===== config.mk =====
export PLATFORM = sky130hd
export DESIGN_NAME = alu4_acc_ctrl
export DESIGN_NICKNAME = d
export VERILOG_FILES = /design/src/rtl/alu4_pkg.sv /design/src/rtl/alu4_acc_fsm.sv /design/src/rtl/alu4_acc_ctrl.sv
export SDC_FILE = /design/constraint.sdc
export NUM_CORES = 1
export LEC_CHECK = 0
export ABC_CLOCK_PERIOD_IN_PS = 1390
export CAP_MARGIN = 20
export CELL_PAD_IN_SITES_DETAIL_PLACEMENT = 0
export CELL_PAD_IN_SITES_GLOBAL_PLACEMENT = 1
export CORE_UTILIZATION = 25
export DETAILED_ROUTE_END_ITERATION = 12
export PLACE_DENSITY_LB_ADDON = 0.1
export SLEW_MARGIN = 0
export SYNTH_ARGS = -nofsm -noshare
export SYNTH_HDL_FRONTEND = slang
export SYNTH_HIERARCHICAL = 1
export SYNTH_SLANG_ARGS = --single-unit

===== constraint.sdc =====
create_clock -name clk -period 1.39 [get_ports clk]
set_input_delay 0.139 -clock clk [delete_from_list [all_inputs] [get_ports clk]]
set_output_delay 0.139 -clock clk [all_outputs]
set_load 0.005 [all_outputs]

===== src/rtl/alu4_pkg.sv =====
// Shared constants for the 4-bit ALU and its accumulator sequencer.
// Holds the ALU opcodes, the command encoding and the sequencer state type.
package alu4_pkg;

  localparam logic [2:0] OP_NOTA = 3'b000;
  localparam logic [2:0] OP_NOTB = 3'b001;
  localparam logic [2:0] OP_AND  = 3'b010;
  localparam logic [2:0] OP_OR   = 3'b011;
  localparam logic [2:0] OP_XOR  = 3'b100;
  localparam logic [2:0] OP_XNOR = 3'b101;
  localparam logic [2:0] OP_ADD  = 3'b110;
  localparam logic [2:0] OP_SUB  = 3'b111;

  localparam logic CMD_LOAD = 1'b0;
  localparam logic CMD_EXEC = 1'b1;

  typedef enum logic [1:0] {
    ST_IDLE = 2'b00,
    ST_EXEC = 2'b01,
    ST_HOLD = 2'b10
  } state_e;

endpackage


===== src/rtl/alu4_acc_fsm.sv =====
// Sequencer control for alu4_acc_ctrl: IDLE accepts, EXEC waits one ALU cycle,
// HOLD presents the result until the consumer takes it.
module alu4_acc_fsm
  import alu4_pkg::*;
(
  input  logic clk,
  input  logic reset_n,
  input  logic i_valid,
  input  logic i_cmd,
  input  logic o_ready,
  output logic i_ready,
  output logic o_valid,
  output logic accept,
  output logic load_fire,
  output logic exec_capture
);

  state_e state_q, state_d;

  always_ff @(posedge clk) begin
    if (!reset_n) state_q <= ST_IDLE;
    else          state_q <= state_d;
  end

  always_comb begin
    state_d      = state_q;
    i_ready      = 1'b0;
    o_valid      = 1'b0;
    accept       = 1'b0;
    load_fire    = 1'b0;
    exec_capture = 1'b0;
    case (state_q)
      ST_IDLE: begin
        i_ready = 1'b1;
        if (i_valid) begin
          accept = 1'b1;
          if (i_cmd == CMD_EXEC) begin
            state_d = ST_EXEC;
          end else begin
            load_fire = 1'b1;
            state_d   = ST_HOLD;
          end
        end
      end
      ST_EXEC: begin
        exec_capture = 1'b1;
        state_d      = ST_HOLD;
      end
      ST_HOLD: begin
        o_valid = 1'b1;
        if (o_ready) state_d = ST_IDLE;
      end
      default: state_d = ST_IDLE;
    endcase
  end

endmodule


===== src/rtl/alu4_acc_ctrl.sv =====
// Accumulator sequencer around alu4: latches commands, drives the ALU from registers,
// captures result/flags. Define ALU4_ACC_STICKY_V_EN to make o_v sticky across EXECs.
module alu4_acc_ctrl
  import alu4_pkg::*;
#(
  parameter logic [3:0] ACC_INIT = 4'h0
) (
  input  logic       clk,
  input  logic       reset_n,
  input  logic       i_valid,
  output logic       i_ready,
  input  logic       i_cmd,
  input  logic [2:0] i_op,
  input  logic [3:0] i_data,
  output logic [3:0] alu_a,
  output logic [3:0] alu_b,
  output logic [2:0] alu_op,
  input  logic [3:0] alu_result,
  input  logic       alu_c,
  input  logic       alu_n,
  input  logic       alu_z,
  input  logic       alu_v,
  output logic       o_valid,
  input  logic       o_ready,
  output logic [3:0] o_acc,
  output logic       o_c,
  output logic       o_n,
  output logic       o_z,
  output logic       o_v
);

  logic       accept, load_fire, exec_capture;
  logic [3:0] acc_q, acc_d, b_q, b_d;
  logic [2:0] op_q, op_d;
  logic       c_q, c_d, n_q, n_d, z_q, z_d, v_q, v_d;

  alu4_acc_fsm u_fsm (
    .clk          (clk),
    .reset_n      (reset_n),
    .i_valid      (i_valid),
    .i_cmd        (i_cmd),
    .o_ready      (o_ready),
    .i_ready      (i_ready),
    .o_valid      (o_valid),
    .accept       (accept),
    .load_fire    (load_fire),
    .exec_capture (exec_capture)
  );

  always_comb begin
    acc_d = acc_q;
    b_d   = b_q;
    op_d  = op_q;
    c_d   = c_q;
    n_d   = n_q;
    z_d   = z_q;
    v_d   = v_q;
    if (accept) begin
      b_d  = i_data;
      op_d = i_op;
    end
    if (load_fire) begin
      acc_d = i_data;
      c_d   = 1'b0;
      n_d   = i_data[3];
      z_d   = (i_data == 4'h0);
      v_d   = 1'b0;
    end else if (exec_capture) begin
      acc_d = alu_result;
      c_d   = alu_c;
      n_d   = alu_n;
      z_d   = alu_z;
`ifdef ALU4_ACC_STICKY_V_EN
      v_d   = alu_v | v_q;
`else
      v_d   = alu_v;
`endif
    end
  end

  always_ff @(posedge clk) begin
    if (!reset_n) begin
      acc_q <= ACC_INIT;
      b_q   <= 4'h0;
      op_q  <= 3'b000;
      c_q   <= 1'b0;
      n_q   <= 1'b0;
      z_q   <= 1'b0;
      v_q   <= 1'b0;
    end else begin
      acc_q <= acc_d;
      b_q   <= b_d;
      op_q  <= op_d;
      c_q   <= c_d;
      n_q   <= n_d;
      z_q   <= z_d;
      v_q   <= v_d;
    end
  end

  assign alu_a  = acc_q;
  assign alu_b  = b_q;
  assign alu_op = op_q;
  assign o_acc  = acc_q;
  assign o_c    = c_q;
  assign o_n    = n_q;
  assign o_z    = z_q;
  assign o_v    = v_q;

endmodule


==> flow_summary.yaml <==
setup_path:
  r2r_cells: 5
  cp.required_ps: 1250
  cp_top_family: "buffers and inverters"
  cp_max_fo: 2
  rr_endpoint: "o_n"
  critPathLaunchType: "flop"
  cpPeakStageDelay_ps: 510
  path_class: "flop to output pin"
  critPathBufInv: 1
  crit_arrival_ps: 1150
  r2r_slack_ps: 110
  crit_cells: 1
  crit_chain: "clkdlybuf4s50_1"
  r2r_start: "u_fsm/state_q[0]"
  end_kind: "output pin"
  slowest_stage: "clkdlybuf4s50_1"
synth:
  syn_inst: 72
  yosys_register_bits: 17
  yosysWarnings: 6
  synth_top_area_cell: "dfxtp_1"
  synth_top_area_frac: 0.442
  yosys-top-cells-area: "dfxtp_1 (44%), mux2i_1 (13%), mux2_1 (7.3%), nor2b_1 (7.3%), o211a_1 (6.5%)"
  synth.distinct_cells: 19
  avgSynthCellArea_um2: 10.7
  synth_nets: 92
  ys_seq_area_frac: 0.442
  syn_area_um2: 769
final_layout:
  mostFrequentLayoutCells: "clkdlybuf4s50_1 (38), dfxtp_1 (16), mux2i_1 (10)"
  layout_commonest_cell: "clkdlybuf4s50_1"
  final_layout_size_suffix_gt1_frac: 0.154
  antenna-diode-count: 0
  nNetsFinal: 138
  syn2layout_area_growth_pct: 63.3
run:
  maxCapViolCount: 0
status:
  status: "finished, violations left"
  violations: "design-rule violations"
die:
  core_um2: 2830
  start_util: 0.272
  fp-row-count: 19
  die_area_um2: 3300
  ios: 41
  chipHeight_um: 57.5
  die_x_um: 57.5
detailed_routing:
  post_drt_wl_per_cell_um: 11.3
  drc_errors: 1
  vias: 646
  antenna_left: 0
  wl_um: 1670
  drtIter0Drc: 7
  via_per_inst: 4.36
  first_pass_iters: 7
pwr:
  ir_drop_mv: 0.447
  swShare: 0.237
  powerDensity_nw_per_um2: 851
  p_sw_mw: 0.253
  leakagePower_nw: 0.546
  power_frac_comb: 0.256
  seq_power_share: 0.504
  clkPwrFrac: 0.240
  internal_power_mw: 0.816
placement:
  dp_worst_setup_slack_ps: -19.3
  gp_congestion: 0.673
  dp_hpwl_um: 1290
  port_buffers: 40
global_route:
  grt_pass1_vias: 644
  grt_max_degree: 16
  track_usage: 0.109
  grt_first_pass_wirelength_um: 2770
  grt-ovfl-total: 0
  antenna_found_initial: 0
timing:
  finalSetupViolations: 0
  fmax_mhz: 775
  rsz0062_at_grt: "false"
  maxSlewHeadroom: 0.893
  layout_setup_ws_ps: 100
  period_needed_ps: 1290
  finalHoldViolCount: 0
  period_share: 0.928
  clock_skew_ps: 5.42
  maxSlewViolCount: 0
  worst_pin_slew_ps: 156
  tns_ps: 0
clock_network:
  clk_pin_slew_ps: 100
  tritoncts: "built"
  cts_root_buffer: "clkbuf_4"
  clk_latency_ps: 280
  clk_path_buf_depth: 2
  cts_inserted_buffers: 3
  htreeDepth: 1
  clock_sinks: 17
worst_hold_path:
  hold_end: "alu_op[0]"
  worstHoldPathCells: 3
  hold_path.class: "input pin to flop"
  min_from: "i_op[0]"
## power by group through the flow
stage / sequential, mW / combinational, mW / clock (mW)
final: 0.539 / 0.274 / 0.257
after global placement: 0.549 / 0.277 / 0
after global routing: 0.544 / 0.295 / 0.298
after floorplan: 0.552 / 0.114 / 0
after detailed placement: 0.550 / 0.277 / 0
after CTS: 0.539 / 0.275 / 0.275
## tightest hold or removal path, stage by stage
cell and delay, ps:
clkdlybuf4s50_1 390, mux2i_1 120, nor2b_1 50
## synth_stat cells (all sizes together)
cell	instances
a21oi	1
inv	1
clkbuf	2
o211a	5
nor2b	10
and3	1
mux2	5
o22ai	1
or4b	1
buf	6
dfxtp	17
and2	1
nand2b	6
o21a	1
nor2	4
mux2i	10
## per-stage QoR
| stage | cell area [um2] | hold slack, ps | utilization | cells | power [mW] |
|---|---|---|---|---|---|
| 2_1_floorplan | 769 | 257 | - | 72 | 0.666 |
| 3_3_place_gp | 1230 | 497 | 0.433 | 144 | 0.825 |
| 3_5_place_dp | 1230 | 498 | 0.433 | 144 | 0.827 |
| 4_1_cts | 1250 | 449 | 0.443 | 148 | 1.09 |
| 5_1_grt | 1260 | 473 | 0.444 | 148 | 1.14 |
| 6_report | 1260 | 460 | 0.444 | 148 | 1.07 |
## worst max-delay path by stage
stage / start / to
floorplan: u_fsm/state_q[0] / alu_a[3]
global placement: i_valid / o_z
detailed placement: i_valid / o_z
CTS: u_fsm/state_q[0] / alu_a[0]
global route: u_fsm/state_q[0] / o_n
finish: alu_b[1] / alu_b[1]
## metal layers
| metal | share of wire | vias to the layer above | global-route usage |
|---|---|---|---|
| met5 | 0 | - | 0 |
| met4 | 0.0096 | 0 | 0.0523 |
| met3 | 0.079 | 2 | 0.0295 |
| met2 | 0.43 | 25 | 0.168 |
| met1 | 0.49 | 285 | 0.141 |
| li1 | - | 334 | - |
## flip-flops by register name, summed over array words and instances, names as in the netlist
signal and count:
alu_a 4, alu_op 3, o_v 1, u_fsm/state_q 2
alu_b 4, o_z 1, o_c 1, o_n 1
## cells by family (layout without fill, tap and decap cells)
family                 count (synthesis)  count (layout)  share of synthesized area
AND/OR/NAND/NOR                       23              23                      0.195
flip-flops                            17              17                      0.442
multiplexers                          15              15                      0.203
buffers and inverters                  9              54                     0.0699
AO/OA/AOI/OAI                          8               8                     0.0894
## final cells by class
| class | count | area [um2] |
|---|---|---|
| Inverter | 1 | 3.75 |
| Clock inverter | 1 | 5.00 |
| Multi-Input combinational cell | 46 | 379 |
| Sequential cell | 17 | 342 |
| Fill cell | 292 | 1570 |
| Clock buffer | 3 | 22.5 |
| Timing Repair Buffer | 49 | 465 |
| Tap cell | 31 | 38.8 |
## what timing repair did
item / CTS / global route
gates cloned: 0 / 0
setup buffers: 0 / 0
gates resized for setup: 3 / 1
setup endpoints to repair: 2 / 1
pin swaps: 0 / 0
hold buffers: 0 / 0
No activity file was read; power rests on OpenSTA's default activity.
